`src/rtl/hit_packer_pkg.sv`:
```
// Shared raster definitions for the R16->R18 hit packer: word sizes, FSM states and sample payload.
package hit_packer_pkg;

  localparam int unsigned SIGFIG = 24;
  localparam int unsigned RADIX  = 10;
  localparam int unsigned AXIS   = 3;
  localparam int unsigned COLORS = 3;
  localparam int unsigned LANES  = 4;

  typedef enum logic [1:0] {
    ST_IDLE  = 2'd0,
    ST_FILL  = 2'd1,
    ST_FLUSH = 2'd2
  } pk_state_t;

  typedef struct packed {
    logic [AXIS-1:0][SIGFIG-1:0]   pos;
    logic [COLORS-1:0][SIGFIG-1:0] color;
    logic                          last;
  } hit_sample_t;

endpackage

```
`src/rtl/hit_out_reg.sv`:
```
// One-deep valid/ready output register for a hit bundle; unused lanes are zeroed on load.
module hit_out_reg #(
  parameter int unsigned SIGFIG = 24,
  parameter int unsigned AXIS   = 3,
  parameter int unsigned COLORS = 3,
  parameter int unsigned LANES  = 4,
  parameter int unsigned CNT_W  = 3
) (
  input  logic                                        clk,
  input  logic                                        rst_n,
  input  logic                                        load,
  input  logic [LANES-1:0][AXIS-1:0][SIGFIG-1:0]      lanes_in,
  input  logic [COLORS-1:0][SIGFIG-1:0]               color_in,
  input  logic [CNT_W-1:0]                            cnt_in,
  input  logic                                        out_ready,
  output logic                                        can_load_c,
  output logic signed [LANES-1:0][AXIS-1:0][SIGFIG-1:0] hit,
  output logic [LANES-1:0][COLORS-1:0][SIGFIG-1:0]    color,
  output logic [LANES-1:0]                            valid
);

  logic full_q;

  assign can_load_c = !full_q || out_ready;

  always_ff @(posedge clk or negedge rst_n) begin
    if (!rst_n) begin
      full_q <= 1'b0;
      hit    <= '0;
      color  <= '0;
      valid  <= '0;
    end else if (load) begin
      full_q <= 1'b1;
      for (int i = 0; i < LANES; i++) begin
        if (CNT_W'(i) < cnt_in) begin
          hit[i]   <= lanes_in[i];
          valid[i] <= 1'b1;
        end else begin
          hit[i]   <= '0;
          valid[i] <= 1'b0;
        end
        color[i] <= color_in;
      end
    end else if (out_ready) begin
      // Payload is left in place; only the mask drops when the consumer takes it.
      full_q <= 1'b0;
      valid  <= '0;
    end
  end

endmodule

```
`src/rtl/hit_packer.sv`:
```
// Packs single-sample hits into 4-lane single-color bundles for the z-buffer stage.
module hit_packer #(
  parameter int unsigned SIGFIG        = hit_packer_pkg::SIGFIG,
  parameter int unsigned AXIS          = hit_packer_pkg::AXIS,
  parameter int unsigned COLORS        = hit_packer_pkg::COLORS,
  parameter int unsigned LANES         = hit_packer_pkg::LANES,
  parameter int unsigned FLUSH_TIMEOUT = 8
) (
  input  logic                                          clk,
  input  logic                                          rst_n,
  input  logic signed [AXIS-1:0][SIGFIG-1:0]            hit_R16S,
  input  logic [COLORS-1:0][SIGFIG-1:0]                 color_R16U,
  input  logic                                          hit_valid_R16H,
  input  logic                                          hit_last_R16H,
  output logic                                          halt_R16H,
  output logic signed [LANES-1:0][AXIS-1:0][SIGFIG-1:0] hit_R18S,
  output logic [LANES-1:0][COLORS-1:0][SIGFIG-1:0]      color_R18U,
  output logic [LANES-1:0]                              hit_valid_R18H,
  input  logic                                          out_ready_R18H
);

  import hit_packer_pkg::*;

  localparam int unsigned CNT_W  = $clog2(LANES + 1);
  localparam int unsigned IDLE_W = 8;

  typedef logic [AXIS-1:0][SIGFIG-1:0]   pos_t;
  typedef logic [COLORS-1:0][SIGFIG-1:0] col_t;

  pk_state_t               state_q, state_d;
  pos_t      [LANES-1:0]   lane_q, lane_d;
  col_t                    acc_color_q, acc_color_d;
  logic      [CNT_W-1:0]   cnt_q, cnt_d;
  logic      [IDLE_W-1:0]  idle_q, idle_d;
  pos_t                    pend_pos_q, pend_pos_d;
  col_t                    pend_color_q, pend_color_d;
  logic                    pend_vld_q, pend_vld_d;
  logic                    pend_last_q, pend_last_d;
  logic                    halt_q;
  logic                    accept_c, same_color_c, can_load_c, load_c;

  assign accept_c     = hit_valid_R16H && !halt_q;
  assign same_color_c = (color_R16U == acc_color_q);
  assign halt_R16H    = halt_q;

  // Next-state and accumulator update.
  always_comb begin
    state_d      = state_q;
    lane_d       = lane_q;
    acc_color_d  = acc_color_q;
    cnt_d        = cnt_q;
    idle_d       = idle_q;
    pend_pos_d   = pend_pos_q;
    pend_color_d = pend_color_q;
    pend_vld_d   = pend_vld_q;
    pend_last_d  = pend_last_q;
    load_c       = 1'b0;
    case (state_q)
      ST_IDLE: begin
        if (accept_c) begin
          lane_d[0]   = hit_R16S;
          cnt_d       = CNT_W'(1);
          acc_color_d = color_R16U;
          idle_d      = '0;
          state_d     = hit_last_R16H ? ST_FLUSH : ST_FILL;
        end
      end
      ST_FILL: begin
        if (accept_c && same_color_c) begin
          for (int i = 0; i < LANES; i++) begin
            if (CNT_W'(i) == cnt_q) lane_d[i] = hit_R16S;
          end
          cnt_d  = cnt_q + CNT_W'(1);
          idle_d = '0;
          if (cnt_d == CNT_W'(LANES) || hit_last_R16H) state_d = ST_FLUSH;
        end else if (accept_c) begin
          // Color change: park the sample and seal what we have.
          pend_vld_d   = 1'b1;
          pend_pos_d   = hit_R16S;
          pend_color_d = color_R16U;
          pend_last_d  = hit_last_R16H;
          idle_d       = '0;
          state_d      = ST_FLUSH;
        end else begin
          idle_d = idle_q + IDLE_W'(1);
          if (idle_d == IDLE_W'(FLUSH_TIMEOUT)) begin
            idle_d  = '0;
            state_d = ST_FLUSH;
          end
        end
      end
      ST_FLUSH: begin
        idle_d = '0;
        if (can_load_c) begin
          load_c = 1'b1;
          if (pend_vld_q) begin
            lane_d[0]   = pend_pos_q;
            cnt_d       = CNT_W'(1);
            acc_color_d = pend_color_q;
            pend_vld_d  = 1'b0;
            pend_last_d = 1'b0;
            state_d     = pend_last_q ? ST_FLUSH : ST_FILL;
          end else begin
            cnt_d   = '0;
            state_d = ST_IDLE;
          end
        end
      end
      default: state_d = ST_IDLE;
    endcase
  end

  always_ff @(posedge clk or negedge rst_n) begin
    if (!rst_n) begin
      state_q      <= ST_IDLE;
      lane_q       <= '0;
      acc_color_q  <= '0;
      cnt_q        <= '0;
      idle_q       <= '0;
      pend_pos_q   <= '0;
      pend_color_q <= '0;
      pend_vld_q   <= 1'b0;
      pend_last_q  <= 1'b0;
      halt_q       <= 1'b0;
    end else begin
      state_q      <= state_d;
      lane_q       <= lane_d;
      acc_color_q  <= acc_color_d;
      cnt_q        <= cnt_d;
      idle_q       <= idle_d;
      pend_pos_q   <= pend_pos_d;
      pend_color_q <= pend_color_d;
      pend_vld_q   <= pend_vld_d;
      pend_last_q  <= pend_last_d;
      halt_q       <= (state_d == ST_FLUSH);
    end
  end

  hit_out_reg #(
    .SIGFIG (SIGFIG),
    .AXIS   (AXIS),
    .COLORS (COLORS),
    .LANES  (LANES),
    .CNT_W  (CNT_W)
  ) u_out_reg (
    .clk        (clk),
    .rst_n      (rst_n),
    .load       (load_c),
    .lanes_in   (lane_q),
    .color_in   (acc_color_q),
    .cnt_in     (cnt_q),
    .out_ready  (out_ready_R18H),
    .can_load_c (can_load_c),
    .hit        (hit_R18S),
    .color      (color_R18U),
    .valid      (hit_valid_R18H)
  );

endmodule

```
`config.mk`:
```
export PLATFORM = sky130hd
export DESIGN_NAME = hit_packer
export DESIGN_NICKNAME = d
export VERILOG_FILES = /design/src/rtl/hit_packer_pkg.sv /design/src/rtl/hit_out_reg.sv /design/src/rtl/hit_packer.sv
export SDC_FILE = /design/constraint.sdc
export NUM_CORES = 1
export LEC_CHECK = 0
export CAP_MARGIN = 20
export CORE_AREA = 2 2 285 287
export DETAILED_ROUTE_END_ITERATION = 8
export DIE_AREA = 0 0 287 289
export PLACE_DENSITY = 0.74
export REMOVE_ABC_BUFFERS = 1
export SYNTH_ARGS = -nofsm -noshare
export SYNTH_HDL_FRONTEND = slang
export SYNTH_SLANG_ARGS = --single-unit
```
`constraint.sdc`:
```
create_clock -name clk -period 3.15 [get_ports clk]
set_input_delay 0.63 -clock clk [delete_from_list [all_inputs] [get_ports clk]]
set_output_delay 0.63 -clock clk [all_outputs]
set_load 0.05 [all_outputs]
```
==> flow_metrics.tcl, run 1 <==
set metrics [dict create \
    p_per_area_nw_per_um2 1034 \
    cts_buffers 91 \
    synth-async-reset-ratio_pct 100.0 \
    arrival_ps 3560 \
    crit_type "primary input to flip-flop" \
    crit_required_ps 3660 \
    switching_share_pct 41.23 \
    routedWlPerCell_um 21.66 \
    final.min_clock_period_ps 3052 \
    yosysTopAreaCellShare_pct 59.10 \
    ys_top_cells_by_count "885 x dfrtp_1, 380 x nand2_1, 340 x mux2_2" \
    antenna_found_initial 4 \
    htreeDepth 3 \
    setup_viol 0 \
    cap_violations 0 \
    gp_congestion 0.8210 \
    io_buffer_count 729 \
    synth_fa_ha_area_share_pct 0.3005 \
    dr.pass1.iters 5 \
    grt_start_max_net_pins 136 \
    total_power_mw 49.89 \
    netlist_instances 2858 \
    startpoint_type "primary input" \
    core-area_um2 79900 \
    grt_pass1_vias 24789 \
    cp-end-kind "flip-flop" \
    dieArea_um2 82940 \
    setup_ws_ps 97.90 \
    vdd_ir_drop_max_v 0.001223 \
    yosysWarnings 0 \
    p_sw_mw 20.57 \
    seq_power_share_pct 33.4 \
    status "finished clean" \
    period_share_pct 96.89 \
    die_w_um 287 \
    dr.first_iter.drc_count 1503 \
    hold_class "flip-flop to flip-flop" \
    grt_pass1_wl_mm 149.5 \
    io_pins 730 \
    areaGrowthSynthToFinish_pct 28.73 \
    fin_hold_ws_ps 458.1 \
    synth_ff_type "dfrtp_1" \
    start_util_pct 46.90 \
    slew_viol_final 0 \
    routed-via-count 24269 \
    synth_edf_count 0 \
    setup_tns_ps 0 \
    yosys-top-cells-area "dfrtp_1 59%, mux2_2 10%, mux2_4 6.6%" \
    yosys.area_share.xor_xnor_pct 1.683 \
    syn_area_per_cell_um2 13.11 \
    dp_hpwl_mm 65.11 \
    hold_viol_final 0 \
    gr-total-overflow 0 \
    clk_path_buf_depth 3 \
    ant_nets 0 \
    netlist_area_um2 37470 \
    drcViolationCount 0 \
    vias_per_cell 5.346 \
    die_height_um 289 \
    p_int_mw 29.32 \
    cts_tree "yes" \
    totalWireLength_mm 98.34 \
    synth_compound_area_share_pct 6.988 \
    post-cts-setup-buffer-count 0 \
    dpl_cell_area_um2 44940 \
    leakage_nw 22.46 \
    worstPathMaxFanout 44 \
    synth.mux.area_fraction_pct 18.71 \
    netlist.top_cell.by_area "dfrtp_1" \
    clock_latency_ps 650 \
    rows 104 \
    yosysSeqAreaShare_pct 59.10 \
    grt_usage_pct 23.23 \
    pwr-share-comb_pct 43.6 \
    synth_top_family_by_area "multiplexers" \
    pwr-share-clk_pct 23.0 \
    fmax_mhz 327.6 \
    placed_cells 4369 \
    layout.nets 3562 \
    ys_seq_elements 885 \
    drive_gt1_share_pct 22.40 \
    max_slew.worst_pin.slew_ps 878.8 \
    clk_pin_slew_ps 60 \
    clock-sinks 885 \
    cts_root_buf "clkbuf_16" \
    max_slew_margin_pct 41.41 \
    synthMostInstantiatedCell "dfrtp_1" \
    fin_skew_ps 64.94 \
    synth_simple_gate_area_share_pct 6.561 \
    synthDistinctLibCells 51 \
    fin_util_pct 60.38 \
    dp_slack_ps -586.5 \
    instances_no_fill 4540 \
    fin_area_um2 48240 \
]
==> cells in the final DEF (no fill, tap or decap), types with 17 or more instances in the layout <==
master           instances
nor2_1                  83
a22o_1                 219
mux2_2                 340
buf_12                  35
clkbuf_8                18
clkdlybuf4s50_1        728
clkbuf_1                17
nand4_1                 18
nand3_1                 79
buf_4                   69
a21oi_1                 77
dfrtp_1                884
mux2i_1                 72
clkbuf_16               92
nand2_1                379
o21ai_0                 17
mux2_4                 164
xnor2_1                 64
==> layer usage <==
layer	wire, um	GRT usage [%]
met3	5457	4.087
met4	2754	7.604
met2	49710	39.55
met5	11	0
met1	40400	30.24
==> path summary, 6_finish.rpt <==
kind	end	from	slack (ps)	cells past startpoint
setup / recovery	lane_q[18]	color_R16U[31]	100	10
hold / removal	u_out_reg.hit[66]	lane_q[66]	460	1
setup reg to reg	lane_q[18]	acc_color_q[20]	190	9
hold reg to reg	u_out_reg.hit[66]	lane_q[66]	460	1
max in group asynchronous	pend_pos_q[14]	rst_n	1600	3
min in group asynchronous	pend_pos_q[46]	rst_n	560	2
==> registers in the layout (all words and copies together) (netlist names), 2 cells and up <==
register	count
pend_pos_q	72
idle_q	8
lane_q	288
pend_color_q	72
u_out_reg.color	72
cnt_q	3
acc_color_q	72
state_q	2
u_out_reg.hit	288
u_out_reg.valid	4
==> layout make-up <==
cell class,count,area (um2)
sequential,885,22150
multi-input combinational,1581,12920
clock buffer,127,2614
tap,1060,1326
antenna,3,7.507
clock inverter,39,631.9
inverter,10,37.54
fill,6199,31660
timing repair buffer,835,8558
==> repair_timing <==
| item | in CTS | in global routing |
|---|---|---|
| gates resized for setup | 0 | 1 |
| endpoints found under the setup margin | 0 | 59 |
| hold endpoints to repair | 36 | 0 |
| hold buffers | 1 | 0 |
==> power groups by stage <==
stage                     Clock (mW)  Combinational, mW  Sequential (mW)
after global placement             0               21.6             16.7
final                           11.5               21.8             16.7
after detailed placement           0               21.9             16.8
after global routing            12.2               22.9             17.0
after CTS                       11.7               22.0             16.7
after floorplan                    0               7.55             23.5
==> cell families after synthesis <==
| kind of cell | Yosys count |
|---|---|
| DFF | 885 |
| xor gates and xnor gates | 72 |
| buffers and inverters | 392 |
| adders and majority gates | 9 |
| muxes | 576 |
| AOI/OAI and AO/OA | 341 |
| and+or+nand+nor | 583 |
==> worst max-delay path: stages <==
cell and delay [ps]:
clkdlybuf4s50_1 570, xnor2_1 150, nand4_1 240, nor4_2 430
buf_4 170, nand3_2 120, nor4_2 370, o221ai_4 180
buf_12 230, mux2_4 370
Note: power is estimated with default switching activity, not from simulation.
==> inputs of run 2 (changes only) <==
CORE_AREA = default   (was 2 2 285 287)
CORE_UTILIZATION = 45   (was default)
CTS_CLUSTER_DIAMETER = 40   (was default)
DIE_AREA = default   (was 0 0 287 289)
PLACE_DENSITY = 0.72   (was 0.74)
==> run 2 against run 1 <==
Net effect:
- final area is 2.1% higher
- setup slack improved by 140 ps
- register-to-register slack better by 80 ps
- critical path depth did not move
- core utilization shrank 0.49 points
- first-iteration DRC count is 13% lower
- via count grew 0.71%
- global-route usage grew 0.47 points
- final cell count up 1.8%
- largest power group unchanged
==> flow_metrics.tcl, run 2 (synthesized netlist as in run 1, its figures left out) <==
set metrics [dict create \
    io_buffer_count 729 \
    status "finished clean" \
    clk_path_buf_depth 3 \
    rows 105 \
    cts_tree "yes" \
    clk_pin_slew_ps 60 \
    gp_congestion 0.8065 \
    areaGrowthSynthToFinish_pct 31.44 \
    core-area_um2 82240 \
    drcViolationCount 0 \
    hold_viol_final 0 \
    max_slew_margin_pct 45.38 \
    dieArea_um2 84430 \
    cap_violations 0 \
    grt_pass1_vias 25637 \
    startpoint_type "primary input" \
    largestRegisters "lane_q: 288 flops, u_out_reg.hit: 288 flops" \
    grt_pass1_wl_mm 156.2 \
    total_power_mw 52.23 \
    grt_start_max_net_pins 91 \
    fin_skew_ps 37.53 \
    hold_class "flip-flop to flip-flop" \
    seqCellArea_um2 22150 \
    grt_usage_pct 23.70 \
    fmax_mhz 342.9 \
    die_height_um 290.6 \
    vias_per_cell 5.289 \
    layout_commonest_cell "dfrtp_1" \
    dp_hpwl_mm 66.08 \
    final_cell_mix "884 x dfrtp_1, 728 x clkdlybuf4s50_1, 379 x nand2_1" \
    vdd_ir_drop_max_v 0.001078 \
    p_per_area_nw_per_um2 1060 \
    grt_setup_unrepaired "no" \
    crit_type "primary input to flip-flop" \
    routed-via-count 24441 \
    fin_area_um2 49260 \
    antenna_found_initial 2 \
    crit_chain "clkdlybuf4s50_1 > xnor2_1 > nand4_1 > nor4_1 > buf_4 > nand3_2 > nor4_2 > o221ai_4 > buf_12 > mux2_4" \
    gr-total-overflow 0 \
    slew_viol_final 0 \
    clock-sinks 885 \
    htreeDepth 3 \
    ant_nets 0 \
    setup_viol 0 \
    dpl_cell_area_um2 45140 \
    layout.nets 3608 \
    totalWireLength_mm 99.75 \
    leakage_nw 22.96 \
    crit_required_ps 3680 \
    dr.first_iter.drc_count 1313 \
    io_pins 730 \
    fillers 6413 \
    worstPathMaxFanout 45 \
    die_w_um 290.6 \
    clock_latency_ps 670 \
    drive_gt1_share_pct 24.07 \
    dr.pass1.iters 6 \
    slowest_delay_ps 470 \
    multiInputGateArea_um2 12910 \
    cts_resized 0 \
    max_slew.worst_pin.slew_ps 819.4 \
    cts_hold_buf 1 \
    routedWlPerCell_um 21.59 \
    cts_buffers 114 \
    final.min_clock_period_ps 2917 \
    slowest_stage "clkdlybuf4s50_1" \
    arrival_ps 3440 \
    cp-end-kind "flip-flop" \
    start_util_pct 45.57 \
    period_share_pct 92.59 \
    post-cts-setup-buffer-count 0 \
    cts_root_buf "clkbuf_16" \
]
run 2: critical path, delay by kind of cell:
family,cells,cell delay [ps]
AO/OA/AOI/OAI,1,180
AND/OR/NAND/NOR,4,1030
multiplexers,1,360
buffers and inverters,3,860
XOR/XNOR,1,290
run 2: layer usage:
layer	track usage (%)	vias to the layer above	share of wire, %
met5	0	-	0
li1	-	10939	-
met3	3.671	161	4.8
met4	7.807	0	3.0
met2	40.90	717	51
met1	30.47	12624	41
run 2: final cells by class:
cell class	instances	area share (%)
Clock buffer	137	6.213
Sequential cell	885	44.97
Antenna cell	3	0.01524
Tap cell	1070	2.718
Multi-Input combinational cell	1581	26.21
Timing Repair Buffer	858	17.68
Clock inverter	77	2.116
Inverter	10	0.07620
run 2: worst paths after layout:
kind | from | end | slack [ps] | cells after the start
max | color_R16U[36] | lane_q[7] | 230 | 10
min | lane_q[200] | u_out_reg.hit[200] | 460 | 1
max reg2reg | acc_color_q[36] | lane_q[7] | 270 | 9
min reg2reg | lane_q[200] | u_out_reg.hit[200] | 460 | 1
max in group asynchronous | rst_n | u_out_reg.color[16] | 1620 | 4
min in group asynchronous | rst_n | lane_q[108] | 490 | 2
run 2: report_power, final:
part / switching, mW / internal [mW]
clock network: 5.30 / 8.38
logic: 13.5 / 8.29
registers: 2.53 / 14.2
total: 21.4 / 30.9
run 2: through the flow:
step                      cells  utilization, %  worst slack, ps  hold WS (ps)   TNS, ps
final                      4621           59.89            233.5         462.9         0
after global placement     4403           54.88           -373.5         450.6   -113480
after floorplan            2476               -           -15150         334.4  -6230210
after detailed placement   4403           54.88           -409.0         454.5   -128600
after CTS                  4618           59.88            266.2         451.8         0
after global routing       4619           59.89            102.7         485.2         0
